===== config.mk =====
export PLATFORM = sky130hd
export DESIGN_NAME = timetag_fifo_flat
export DESIGN_NICKNAME = d
export VERILOG_FILES = /design/src/rtl/timetag_fifo_if.sv /design/src/rtl/timetag_fifo.sv /design/src/flat_wrapper.sv
export SDC_FILE = /design/constraint.sdc
export NUM_CORES = 1
export LEC_CHECK = 0
export CAP_MARGIN = 5
export CORE_MARGIN = 1
export CORE_UTILIZATION = 40
export DETAILED_ROUTE_END_ITERATION = 6
export GPL_TIMING_DRIVEN = 1
export PLACE_DENSITY_LB_ADDON = 0.25
export SLEW_MARGIN = 20
export SYNTH_ARGS = -nofsm -noshare
export SYNTH_HDL_FRONTEND = slang
export SYNTH_SLANG_ARGS = --single-unit

===== constraint.sdc =====
create_clock -name clk -period 3.9 [get_ports clk]
set_input_delay 0.585 -clock clk [delete_from_list [all_inputs] [get_ports clk]]
set_output_delay 0.585 -clock clk [all_outputs]
set_load 0.01 [all_outputs]

===== src/rtl/timetag_fifo_if.sv =====
// Push/pop handshake and status bundle for the time-tag FIFO.
// The master drives requests; the slave (the FIFO) drives data and status.
interface timetag_fifo_if #(
   parameter int DATA_WIDTH = 32,
   parameter int ADDR_WIDTH = 4,
   parameter int DROP_WIDTH = 16
);
   logic                  wr_en;
   logic [DATA_WIDTH-1:0] din;
   logic                  rd_en;
   logic                  clr_flags;
   logic [DATA_WIDTH-1:0] dout;
   logic                  dout_valid;
   logic                  full;
   logic                  empty;
   logic                  almost_full;
   logic                  almost_empty;
   logic [ADDR_WIDTH:0]   count;
   logic                  overflow;
   logic                  underflow;
   logic [DROP_WIDTH-1:0] drop_count;

   modport master (
      output wr_en, din, rd_en, clr_flags,
      input  dout, dout_valid, full, empty,
      input  almost_full, almost_empty, count,
      input  overflow, underflow, drop_count
   );

   modport slave (
      input  wr_en, din, rd_en, clr_flags,
      output dout, dout_valid, full, empty,
      output almost_full, almost_empty, count,
      output overflow, underflow, drop_count
   );
endinterface


===== src/rtl/timetag_fifo.sv =====
// Parametrised synchronous FIFO for time-tag words, standard or FWFT read,
// with almost-full/empty thresholds, sticky error flags and a drop counter.
module timetag_fifo #(
   parameter int DATA_WIDTH = 32,
   parameter int ADDR_WIDTH = 4,
   parameter int AF_THRESH  = 12,
   parameter int AE_THRESH  = 2,
   parameter int FWFT       = 0,
   parameter int DROP_WIDTH = 16
) (
   input  logic            clk,
   input  logic            rst_n,
   timetag_fifo_if.slave   f
);
   localparam int DEPTH = 1 << ADDR_WIDTH;
   localparam logic [ADDR_WIDTH:0] DEPTH_C = (ADDR_WIDTH+1)'(DEPTH);
   localparam logic [ADDR_WIDTH:0] AF_C    = (ADDR_WIDTH+1)'(AF_THRESH);
   localparam logic [ADDR_WIDTH:0] AE_C    = (ADDR_WIDTH+1)'(AE_THRESH);

   logic [DATA_WIDTH-1:0] mem [DEPTH];
   logic [ADDR_WIDTH-1:0] wr_ptr;
   logic [ADDR_WIDTH-1:0] rd_ptr;
   logic [ADDR_WIDTH:0]   cnt;
   logic                  full;
   logic                  empty;
   logic                  push_ok;
   logic                  pop_ok;
   logic                  push_rej;
   logic                  pop_rej;
   logic                  ovf_q;
   logic                  udf_q;
   logic [DROP_WIDTH-1:0] drop_q;

   assign full     = (cnt == DEPTH_C);
   assign empty    = (cnt == '0);
   assign push_ok  = f.wr_en && !full;
   assign pop_ok   = f.rd_en && !empty;
   assign push_rej = f.wr_en && full;
   assign pop_rej  = f.rd_en && empty;

   assign f.full         = full;
   assign f.empty        = empty;
   assign f.almost_full  = (cnt >= AF_C);
   assign f.almost_empty = (cnt <= AE_C);
   assign f.count        = cnt;
   assign f.overflow     = ovf_q;
   assign f.underflow    = udf_q;
   assign f.drop_count   = drop_q;

   always_ff @(posedge clk) begin
      if (push_ok) mem[wr_ptr] <= f.din;
   end

   always_ff @(posedge clk or negedge rst_n) begin
      if (!rst_n) begin
         wr_ptr <= '0;
         rd_ptr <= '0;
         cnt    <= '0;
      end else begin
         if (push_ok) wr_ptr <= wr_ptr + 1'b1;
         if (pop_ok)  rd_ptr <= rd_ptr + 1'b1;
         unique case ({push_ok, pop_ok})
            2'b10:   cnt <= cnt + 1'b1;
            2'b01:   cnt <= cnt - 1'b1;
            default: cnt <= cnt;
         endcase
      end
   end

   // A clear keeps the error seen in the same cycle; it only wipes history.
   always_ff @(posedge clk or negedge rst_n) begin
      if (!rst_n) begin
         ovf_q  <= 1'b0;
         udf_q  <= 1'b0;
         drop_q <= '0;
      end else if (f.clr_flags) begin
         ovf_q  <= push_rej;
         udf_q  <= pop_rej;
         drop_q <= push_rej ? DROP_WIDTH'(1) : '0;
      end else begin
         if (push_rej) ovf_q <= 1'b1;
         if (pop_rej)  udf_q <= 1'b1;
         if (push_rej && !(&drop_q)) drop_q <= drop_q + 1'b1;
      end
   end

   generate
      if (FWFT != 0) begin : g_fwft
         assign f.dout       = empty ? '0 : mem[rd_ptr];
         assign f.dout_valid = !empty;
      end else begin : g_std
         logic [DATA_WIDTH-1:0] dout_q;
         logic                  dv_q;

         always_ff @(posedge clk or negedge rst_n) begin
            if (!rst_n) begin
               dout_q <= '0;
               dv_q   <= 1'b0;
            end else begin
               dv_q <= pop_ok;
               if (pop_ok) dout_q <= mem[rd_ptr];
            end
         end

         assign f.dout       = dout_q;
         assign f.dout_valid = dv_q;
      end
   endgenerate
endmodule

===== src/flat_wrapper.sv =====
// flat-port wrapper written by rule: the top's interface ports become plain ports
module timetag_fifo_flat 
#(
   parameter int DATA_WIDTH = 32,
   parameter int ADDR_WIDTH = 4,
   parameter int AF_THRESH  = 12,
   parameter int AE_THRESH  = 2,
   parameter int FWFT       = 0,
   parameter int DROP_WIDTH = 16
)
  (clk, rst_n, f_wr_en, f_din, f_rd_en, f_clr_flags, f_dout, f_dout_valid, f_full, f_empty, f_almost_full, f_almost_empty, f_count, f_overflow, f_underflow, f_drop_count);
  timetag_fifo_if #(.DATA_WIDTH(DATA_WIDTH), .ADDR_WIDTH(ADDR_WIDTH), .DROP_WIDTH(DROP_WIDTH)) f_i ();
  input  logic clk;
  input  logic rst_n;
  input wire logic [$bits(f_i.wr_en)-1:0] f_wr_en;
  input wire logic [$bits(f_i.din)-1:0] f_din;
  input wire logic [$bits(f_i.rd_en)-1:0] f_rd_en;
  input wire logic [$bits(f_i.clr_flags)-1:0] f_clr_flags;
  output wire logic [$bits(f_i.dout)-1:0] f_dout;
  output wire logic [$bits(f_i.dout_valid)-1:0] f_dout_valid;
  output wire logic [$bits(f_i.full)-1:0] f_full;
  output wire logic [$bits(f_i.empty)-1:0] f_empty;
  output wire logic [$bits(f_i.almost_full)-1:0] f_almost_full;
  output wire logic [$bits(f_i.almost_empty)-1:0] f_almost_empty;
  output wire logic [$bits(f_i.count)-1:0] f_count;
  output wire logic [$bits(f_i.overflow)-1:0] f_overflow;
  output wire logic [$bits(f_i.underflow)-1:0] f_underflow;
  output wire logic [$bits(f_i.drop_count)-1:0] f_drop_count;
  assign f_i.wr_en = f_wr_en;
  assign f_i.din = f_din;
  assign f_i.rd_en = f_rd_en;
  assign f_i.clr_flags = f_clr_flags;
  assign f_dout = f_i.dout;
  assign f_dout_valid = f_i.dout_valid;
  assign f_full = f_i.full;
  assign f_empty = f_i.empty;
  assign f_almost_full = f_i.almost_full;
  assign f_almost_empty = f_i.almost_empty;
  assign f_count = f_i.count;
  assign f_overflow = f_i.overflow;
  assign f_underflow = f_i.underflow;
  assign f_drop_count = f_i.drop_count;
  timetag_fifo #(.DATA_WIDTH(DATA_WIDTH), .ADDR_WIDTH(ADDR_WIDTH), .AF_THRESH(AF_THRESH), .AE_THRESH(AE_THRESH), .FWFT(FWFT), .DROP_WIDTH(DROP_WIDTH)) u_core (.clk(clk), .rst_n(rst_n), .f(f_i));
endmodule

---- After elaboration in Yosys (flattened, before gate mapping) ----
Memory sizes are Yosys's and may differ from the RTL's. A register that Yosys moved wholly into a read port is not among the register bits.
Index checks and enable logic that the tools add are counted.
storage, ports and cells
  memories ................................ 1
  bits in writable memories ............... 512
  flip-flop bits (word level) ............. 32
  output and inout port bits .............. 60
  word-level logic and storage cells ...... 43
  input port bits ......................... 37
memory list
  memory      words  bits a word  rd ports  clocked after Yosys merged registers in  write ports  line                text
  u_core.mem  16     32           1         1                                        1            timetag_fifo.sv:20  logic [DATA_WIDTH-1:0] mem [DEPTH];
operators by class
  $add $sub $neg .......................... 5
  reductions and logical operators ........ 15
  equal/unequal tests ..................... 3
  $lt $le $gt $ge ......................... 2
  muxes and demuxes ....................... 10
operators with widths
  kind                                                                                  number
  16-bit 2-to-1 mux                                                                     2
  16-bit by 1-bit adder with 16-bit output (second input constant)                      1
  16-bit AND reduction                                                                  1
  5-bit one-hot mux with 2 select lines                                                 1
  4-bit by 1-bit adder with 4-bit output (second input constant)                        2
  2-bit nonzero test                                                                    4
  1-bit 2-to-1 mux                                                                      7
  5-bit by 1-bit adder with 5-bit output (second input constant)                        1
  5-bit == test (second input constant)                                                 1
  5-bit by 4-bit greater-or-equal comparator with 1-bit output (second input constant)  1
  5-bit by 2-bit <= comparator with 1-bit output (second input constant)                1
  1-bit logical AND                                                                     5
  5-bit logical NOT                                                                     1
  5-bit by 1-bit subtractor with 5-bit output (second input constant)                   1
  1-bit logical NOT                                                                     4
  2-bit by 1-bit == test with 1-bit output (second input constant)                      1
  2-bit == test (second input constant)                                                 1

---- Depth between registers and ports, before layout ----
Gate-level depths: netlist of run 1.
  depth after elaboration ................. 5
  depth in mapped cells ................... 14
  gate-level depth less buffers ........... 10

---- Worst setup path after synthesis of run 1 ----
OpenSTA, ideal clock, no wires.
  kind .................................... register to register
  from .................................... reg u_core.cnt[3], in the netlist u_core.f.count[3]
  to ...................................... mem u_core.mem[3][0], enable pin
  data required time ...................... 3439 ps
  path slack .............................. -45 ps
  buffers on the path ..................... 1
  setup time .............................. 461 ps
  data arrival time ....................... 3484 ps
  clock period less this slack ............ 3945 ps
  stages on the path, launching flop included .. 6
  path through ............................ dfrtp_1 buf_4 nor4_1 a21boi_1 nand2_1 nor3_1
between the ends
  word-level cells in the longest chain between the ends .. 5
RTL lines
  what                                    line                text
  start: declaration                      timetag_fifo.sv:23  logic [ADDR_WIDTH:0] cnt;
  start signal: assignment                timetag_fifo.sv:63  2'b10: cnt <= cnt + 1'b1;
  start signal: assignment                timetag_fifo.sv:64  2'b01: cnt <= cnt - 1'b1;
  start signal: assignment                timetag_fifo.sv:65  default: cnt <= cnt;
  5-bit == test                           timetag_fifo.sv:34  assign full = (cnt == DEPTH_C);
  1-bit logical NOT                       timetag_fifo.sv:36  assign push_ok = f.wr_en && !full;
  1-bit logical AND                       timetag_fifo.sv:36
  1-bit 2-to-1 mux                        timetag_fifo.sv:51  if (push_ok) mem[wr_ptr] <= f.din;
  1-bit 2-to-1 mux (not written as such)  timetag_fifo.sv:51
  end: declaration                        timetag_fifo.sv:20
Every way passes these cells.

---- Worst setup path after layout of run 1 ----
  from .................................... reg u_core.cnt[1], in the netlist u_core.f.count[1]
  to ...................................... out f_empty
between the ends
  word-level cells in the longest chain between the ends .. 1
RTL lines
  what               line                text
  5-bit logical NOT  timetag_fifo.sv:35  assign empty = (cnt == '0);
  end: declaration   flat_wrapper.sv:22  output wire logic [$bits(f_i.empty)-1:0] f_empty;
Every way passes these cells.

==> run_results.csv, run 1 <==
group,metric,value,unit
outcome,result_of_the_run,"completed",
sta,rsz0062_at_grt,"false",
sta,slew_violations,0,
cells_and_area,final.fill_count,4440,
die,die_h,237,µm
yosys,post_synth_instance_area,22100,µm²
global_route,grt_antenna_before_repair,0,
cells_and_area,final_layout_size_suffix_gt1_share,25.5,%
sta,max_freq,332,MHz
cts,cts_tree,"yes",
place,dpl_worst_slack,1.03,ns
place,place.detailed.instances,1826,
global_route,grt_max_degree,70,
yosys,number_of_enable_type_register_cells_in_the_synthesized_netlist,512,
cells_and_area,mostFrequentLayoutCell,"sky130_fd_sc_hd__edfxtp_1",
yosys,postSynth.asyncResetShare,11.1,%
pwr,comb_power_share,26.4,%
worst_setup_path,worstPathRequired,3.31,ns
job,max_cap_viol_count,0,
yosys,postSynthRegisterBits,576,
yosys,synth.net_count,1105,
yosys,synthesis.area_per_instance,20.9,µm²
cts,cts_hold_repair_buffers,0,
cts,cts-root-buf,"sky130_fd_sc_hd__clkbuf_16",
die,floorplan.initialDensity,40.8,%
die,floorplan.die.width,237,µm
worst_setup_path,path_cells,"or4_4 > nor2_1 > clkdlybuf4s50_1",
pwr,leakage_power_summed_over_all_cells,8.36,nW
worst_setup_path,max_stage_delay,0.61,ns
worst_setup_path,setup.worst_path.start_class,"flip-flop",
sta,max-slew-margin-rel,39.9,%
cells_and_area,antenna-diode-count,0,
sta,period_needed,3.01,ns
yosys,netlist_instances,1059,
worst_setup_path,crit-reg2reg-launch,"u_core.f.count[1]",
cts,clk_pin_slew_worst_paths,0.06,ns
routing,route.vias.total,10858,
sta,clock_skew,0.0264,ns
yosys,synth_sequential_area_ratio,76.7,%
global_route,grt_pass1_vias,10999,
routing,drt-pass1-iter-count,5,
die,die-area,56300,µm²
global_route,global_route_wire_length_before_repair,72.9,mm
place,place.detailed.hpwl,28.2,mm
die,core_region_area,54200,µm²
cts,postCtsSetupRepairBufs,0,
routing,finalWirelength,48.4,mm
cts,cts_inserted_buffers,59,
pwr,powerDensity,712,nW/µm²
sta,period_share,77.2,%
place,gpl.final_weighted_congestion,0.791,
routing,detail_route.wl_per_cell,25.0,µm
worst_setup_path,cpMaxStageDelayCell,"sky130_fd_sc_hd__or4_4",
worst_setup_path,critical_path_class,"flip-flop to output port",
yosys,yosys.cell_types.count,53,
cells_and_area,layout-area-overhead-vs-synth,18.1,%
pwr,netSwitchingFraction,28.8,%
worst_setup_path,crit_start,"u_core.f.count[1]",
sta,worst_pin_slew,0.902,ns
yosys,postSynth.topFlopCell,"sky130_fd_sc_hd__edfxtp_1",
cts,cts.path.max_buffers,3,
pwr,total_switching_power,0.00536,W
global_route,grt_util_all_layers,17.5,%
sta,fin_setup_tns,0,ns
worst_setup_path,critical_path.endpoint_type,"output port",
routing,drc,0,
cells_and_area,final_cell_count_no_fill,1937,
global_route,globalRouteOverflowTotal,0,
sta,final_count_of_hold_timing_violations,0,
sta,worst_slack,0.888,ns
worst_hold_path,min_path_type,"input port to asynchronous set/reset pin",
routing,drt.antenna.violating_nets,0,
pwr,share_clk_of_total_power,30.0,%
cells_and_area,mostFrequentLayoutCells,"512 x sky130_fd_sc_hd__edfxtp_1, 128 x sky130_fd_sc_hd__mux4_2, 95 x sky130_fd_sc_hd__clkdlybuf4s50_1, 64 x sky130_fd_sc_hd__o22ai_1, 61 x sky130_fd_sc_hd__dfrtp_1",
pwr,p_int,0.0133,W
place,placement.io_buffers,96,
sta,timing.final.setup_violations,0,
cts,cts_resized,0,
routing,drt_iter0_drc,931,
die,std_cell_rows,85,
worst_setup_path,critical_path_peak_fanout,10,
cts,clock_latency,0.62,ns
cells_and_area,finalNetCount,1237,
cts,tritoncts_num_sinks,576,
pwr,power.ir.vdd_worst,0.341,mV
worst_setup_path,cp.arrival,2.43,ns
pwr,power_frac_seq,43.6,%
routing,routed_via_density,5.61,
cts,cts.htree.levels,2,
die,design.portCount,97,
yosys,yosys_warnings,0,
==> power by group through the flow <==
stage | registers (W) | logic (W) | clock network, W
after global placement | 0.00823 | 0.00498 | 0
after global routing | 0.00821 | 0.00528 | 0.00594
final | 0.00812 | 0.00492 | 0.00559
after floorplan | 0.00794 | 0.00336 | 0
after detailed placement | 0.00826 | 0.00500 | 0
after CTS | 0.00814 | 0.00502 | 0.00572
==> worst max-delay path, delay by kind of cell, from the launching register on <==
kind,cells,cell delay (ns)
and+or+nand+nor,2,0.77
DFF,1,0.49
buffers and inverters,1,0.56
==> layout make-up <==
type / instances / area (µm²) / share of cell area, %
clock inverters: 24 / 241 / 0.923
multi-input cells: 411 / 4970 / 19.0
flip-flops and latches: 576 / 17000 / 64.9
clock buffers: 87 / 1700 / 6.51
repair buffers: 134 / 1340 / 5.14
inverters: 9 / 33.8 / 0.129
well taps: 696 / 871 / 3.33
==> worst paths after layout <==
| path | end | slack [ns] | cells past startpoint |
|---|---|---|---|
| setup reg to reg | u_core.f.count[4] | 1.21 | 9 |
| hold reg to reg | u_core.f.overflow | 0.49 | 1 |
| max in group asynchronous | u_core.f.dout[14] | 3.08 | 2 |
| min in group clk | u_core.f.overflow | 0.49 | 1 |
| hold / removal | u_core.f.dout[1] | 0.10 | 1 |
| setup / recovery | f_empty | 0.89 | 3 |
==> kinds of logic after synthesis <==
| group | after synthesis | share of synthesized area (%) |
|---|---|---|
| muxes | 163 | 14.8 |
| buffers and inverters | 72 | 1.49 |
| xor gates and xnor gates | 13 | 0.514 |
| AOI/OAI and AO/OA | 141 | 3.95 |
| adders and majority gates | 9 | 0.508 |
| and+or+nand+nor | 85 | 2.09 |
| DFF | 576 | 76.7 |
==> metrics by stage <==
| stage | utilization, % | cell area [µm²] | power, W | hold slack [ns] |
|---|---|---|---|---|
| floorplan | - | 22200 | 0.0113 | 0.289 |
| global placement | 44.6 | 24200 | 0.0132 | 0.463 |
| detailed placement | 44.6 | 24200 | 0.0133 | 0.482 |
| CTS | 48.2 | 26200 | 0.0189 | 0.108 |
| global route | 48.2 | 26200 | 0.0194 | 0.138 |
| finish | 48.2 | 26200 | 0.0186 | 0.100 |
==> cell usage after synthesis (4+ instances only) <==
cell | count | area (µm²)
sky130_fd_sc_hd__a21oi_1 | 43 | 215
sky130_fd_sc_hd__buf_6 | 5 | 56.3
sky130_fd_sc_hd__edfxtp_1 | 512 | 15400
sky130_fd_sc_hd__nand3_1 | 8 | 40.0
sky130_fd_sc_hd__xor2_1 | 7 | 61.3
sky130_fd_sc_hd__o31ai_1 | 5 | 37.5
sky130_fd_sc_hd__ha_1 | 9 | 113
sky130_fd_sc_hd__nand4_1 | 4 | 25.0
sky130_fd_sc_hd__nand2_1 | 16 | 60.1
sky130_fd_sc_hd__inv_1 | 9 | 33.8
sky130_fd_sc_hd__buf_1 | 9 | 33.8
sky130_fd_sc_hd__mux4_2 | 128 | 2880
sky130_fd_sc_hd__o22ai_1 | 64 | 400
sky130_fd_sc_hd__buf_2 | 9 | 45.0
sky130_fd_sc_hd__nor3_1 | 9 | 45.0
sky130_fd_sc_hd__o41ai_1 | 5 | 43.8
sky130_fd_sc_hd__nor2_1 | 19 | 71.3
sky130_fd_sc_hd__xnor2_1 | 6 | 52.6
sky130_fd_sc_hd__o21ai_0 | 6 | 30.0
sky130_fd_sc_hd__dfrtp_1 | 64 | 1600
sky130_fd_sc_hd__mux2_2 | 34 | 383
sky130_fd_sc_hd__or4_1 | 4 | 30.0
sky130_fd_sc_hd__clkbuf_1 | 38 | 143
==> registers in the layout, summed over array words and instances, names as in the netlist <==
register	flops
u_core.wr_ptr	4
u_core.f.drop_count	16
u_core.f.dout	32
u_core.f.dout_valid	1
u_core.f.overflow	1
u_core.f.count	5
u_core.rd_ptr	4
u_core.f.underflow	1
u_core.mem	512
==> per-layer routing <==
layer	vias to the layer above	share of wire, %	global-route usage (%)
li1	4702	-	-
met1	5753	44	25.0
met2	334	48	27.8
met3	69	5.5	3.14
met4	0	2.3	4.91
met5	-	0	0
Note: power is estimated with default switching activity, not from simulation.
==> run 2, diff against run 1 <==
clock period = 3.06 ns   (was 3.9 ns; I/O delays follow)
==> run 2 against run 1 <==
Utilization rose by 0.63 points. Sequential power rose by 26%. Combinational power rose by 32%. Sequential share of layout area fell by 0.84 points. Count of clock-buffer cells in the layout fell by 12. Wire length rose by 0.20%. First-iteration DRC count fell by 15%. Highest routed layer unchanged. Flip-flop and latch count did not move.
==> run_results.csv, run 2 (synthesized netlist as in run 1, its figures left out) <==
group,metric,value,unit
cts,cts_hold_repair_buffers,1,
cts,clock_latency,0.61,ns
place,place.detailed.hpwl,28.3,mm
die,design.portCount,97,
cells_and_area,regMostFlops,"u_core.mem",
worst_setup_path,critical_path.endpoint_type,"output port",
worst_setup_path,critical_path_class,"flip-flop to output port",
sta,holdWs,0.378,ns
sta,clock_skew,0.0201,ns
worst_hold_path,min_path_type,"input port to asynchronous set/reset pin",
sta,period_share,92.9,%
die,floorplan.die.width,237,µm
global_route,grt_max_degree,70,
worst_setup_path,path_cells,"or4_4 > nor2_1 > clkdlybuf4s50_1",
cells_and_area,layout-area-overhead-vs-synth,19.6,%
global_route,grt_pass1_vias,11237,
worst_setup_path,setup.worst_path.start_class,"flip-flop",
cts,cts-root-buf,"sky130_fd_sc_hd__clkbuf_16",
die,floorplan.initialDensity,40.8,%
die,die_h,237,µm
outcome,result_of_the_run,"completed",
routing,drt.antenna.violating_nets,0,
place,dpl_cell_area,24400,µm²
cells_and_area,final_layout_size_suffix_gt1_share,26.9,%
sta,final_count_of_hold_timing_violations,0,
worst_setup_path,critPathTopFamily,"simple AND/OR/NAND/NOR gates",
routing,routed_via_density,5.59,
place,gpl.final_weighted_congestion,0.798,
worst_setup_path,crit-reg2reg-launch,"u_core.f.count[0]",
cts,cts_tree,"yes",
place,placement.io_buffers,96,
pwr,report.power.total,0.0243,W
routing,detail_route.wl_per_cell,24.8,µm
sta,timing.final.setup_violations,0,
job,max_cap_viol_count,0,
global_route,grt_util_all_layers,17.4,%
pwr,power.ir.vdd_worst,0.542,mV
routing,drt_iter0_drc,793,
sta,rsz0062_at_grt,"false",
sta,max-slew-margin-rel,42.5,%
worst_setup_path,worstPathRequired,2.60,ns
cells_and_area,finalNetCount,1254,
cells_and_area,mostFrequentLayoutCells,"512 x sky130_fd_sc_hd__edfxtp_1, 128 x sky130_fd_sc_hd__mux4_2, 95 x sky130_fd_sc_hd__clkdlybuf4s50_1, 64 x sky130_fd_sc_hd__o22ai_1, 61 x sky130_fd_sc_hd__dfrtp_1",
die,die-area,56300,µm²
cts,tritoncts_num_sinks,576,
sta,max_freq,352,MHz
global_route,global_route_wire_length_before_repair,72.8,mm
cells_and_area,final_cell_count_no_fill,1954,
routing,drt-pass1-iter-count,4,
pwr,powerDensity,917,nW/µm²
cts,clk_pin_slew_worst_paths,0.06,ns
die,core_region_area,54200,µm²
global_route,grt_antenna_before_repair,0,
worst_setup_path,critical_path_peak_fanout,8,
worst_setup_path,worstRegToRegCells,9,
routing,drc,0,
pwr,leakage_power_summed_over_all_cells,8.53,nW
cts,cts_inserted_buffers,59,
cells_and_area,design_area,26500,µm²
sta,slew_violations,0,
die,std_cell_rows,85,
cells_and_area,largest_register_ff_count,512,
worst_setup_path,worst-r2r-setup-slack,0.37,ns
routing,route.vias.total,10926,
cts,cts.htree.levels,2,
place,place.detailed.instances,1842,
cts,cts_resized,0,
cts,postCtsSetupRepairBufs,0,
worst_setup_path,cp.arrival,2.39,ns
worst_setup_path,worst-path-stages,3,
worst_setup_path,path_buf_inv,1,
worst_setup_path,cpMaxStageDelayCell,"sky130_fd_sc_hd__or4_4",
worst_setup_path,max_stage_delay,0.62,ns
sta,period_needed,2.84,ns
routing,finalWirelength,48.5,mm
sta,worst_pin_slew,0.863,ns
worst_setup_path,reg2reg_to,"u_core.f.count[4]",
global_route,globalRouteOverflowTotal,0,
cells_and_area,antenna-diode-count,0,
cells_and_area,mostFrequentLayoutCell,"sky130_fd_sc_hd__edfxtp_1",
cts,cts.path.max_buffers,3,
==> run 2: cell types whose count changed in the layout (fill, tap and decap cells not counted), sizes merged <==
cell and change:
bufinv +7, clkinvlp +2, clkbuf -12, clkinv +3, buf +16, dlygate4sd3 +1
==> run 2: worst max path at each step <==
stage,start,endpoint
floorplan,u_core.f.count[3],u_core.mem[15][0]
global placement,f_wr_en,u_core.f.count[4]
detailed placement,f_wr_en,u_core.f.count[4]
CTS,u_core.f.count[0],f_empty
global route,u_core.f.count[3],f_empty
finish,u_core.f.count[0],f_empty
==> run 2: layout make-up <==
class	instances	area, µm²
fill	4446	27700
sequential	576	17000
multi-input combinational	411	4990
clock buffer	75	1590
timing repair buffer	151	1550
tap	696	871
clock inverter	36	483
inverter	9	33.8
==> run 2: layer usage <==
metal | routed length (µm) | share of wire [%] | vias up | global-route usage [%]
met5 | 0 | 0 | - | 0
met4 | 658 | 1.4 | 0 | 4.36
met3 | 2590 | 5.3 | 48 | 3.22
met2 | 23300 | 48 | 312 | 27.7
met1 | 21900 | 45 | 5835 | 24.9
li1 | - | - | 4731 | -
==> run 2: per-stage QoR <==
step / TNS [ns] / util [%] / setup WS, ns
4_1_cts: 0 / 48.8 / 0.172
3_5_place_dp: 0 / 45.0 / 0.379
6_report: 0 / 48.8 / 0.216
5_1_grt: 0 / 48.8 / 0.122
2_1_floorplan: -2.66 / - / -0.0316
3_3_place_gp: 0 / 45.0 / 0.379
==> run 2: where the power goes <==
| part | internal (W) | switching (W) | total [W] | leakage (nW) |
|---|---|---|---|---|
| Combinational | 0.00324 | 0.00327 | 0.00651 | 2.14 |
| Clock | 0.00460 | 0.00298 | 0.00759 | 1.00 |
| Sequential | 0.00959 | 0.000605 | 0.0102 | 5.39 |
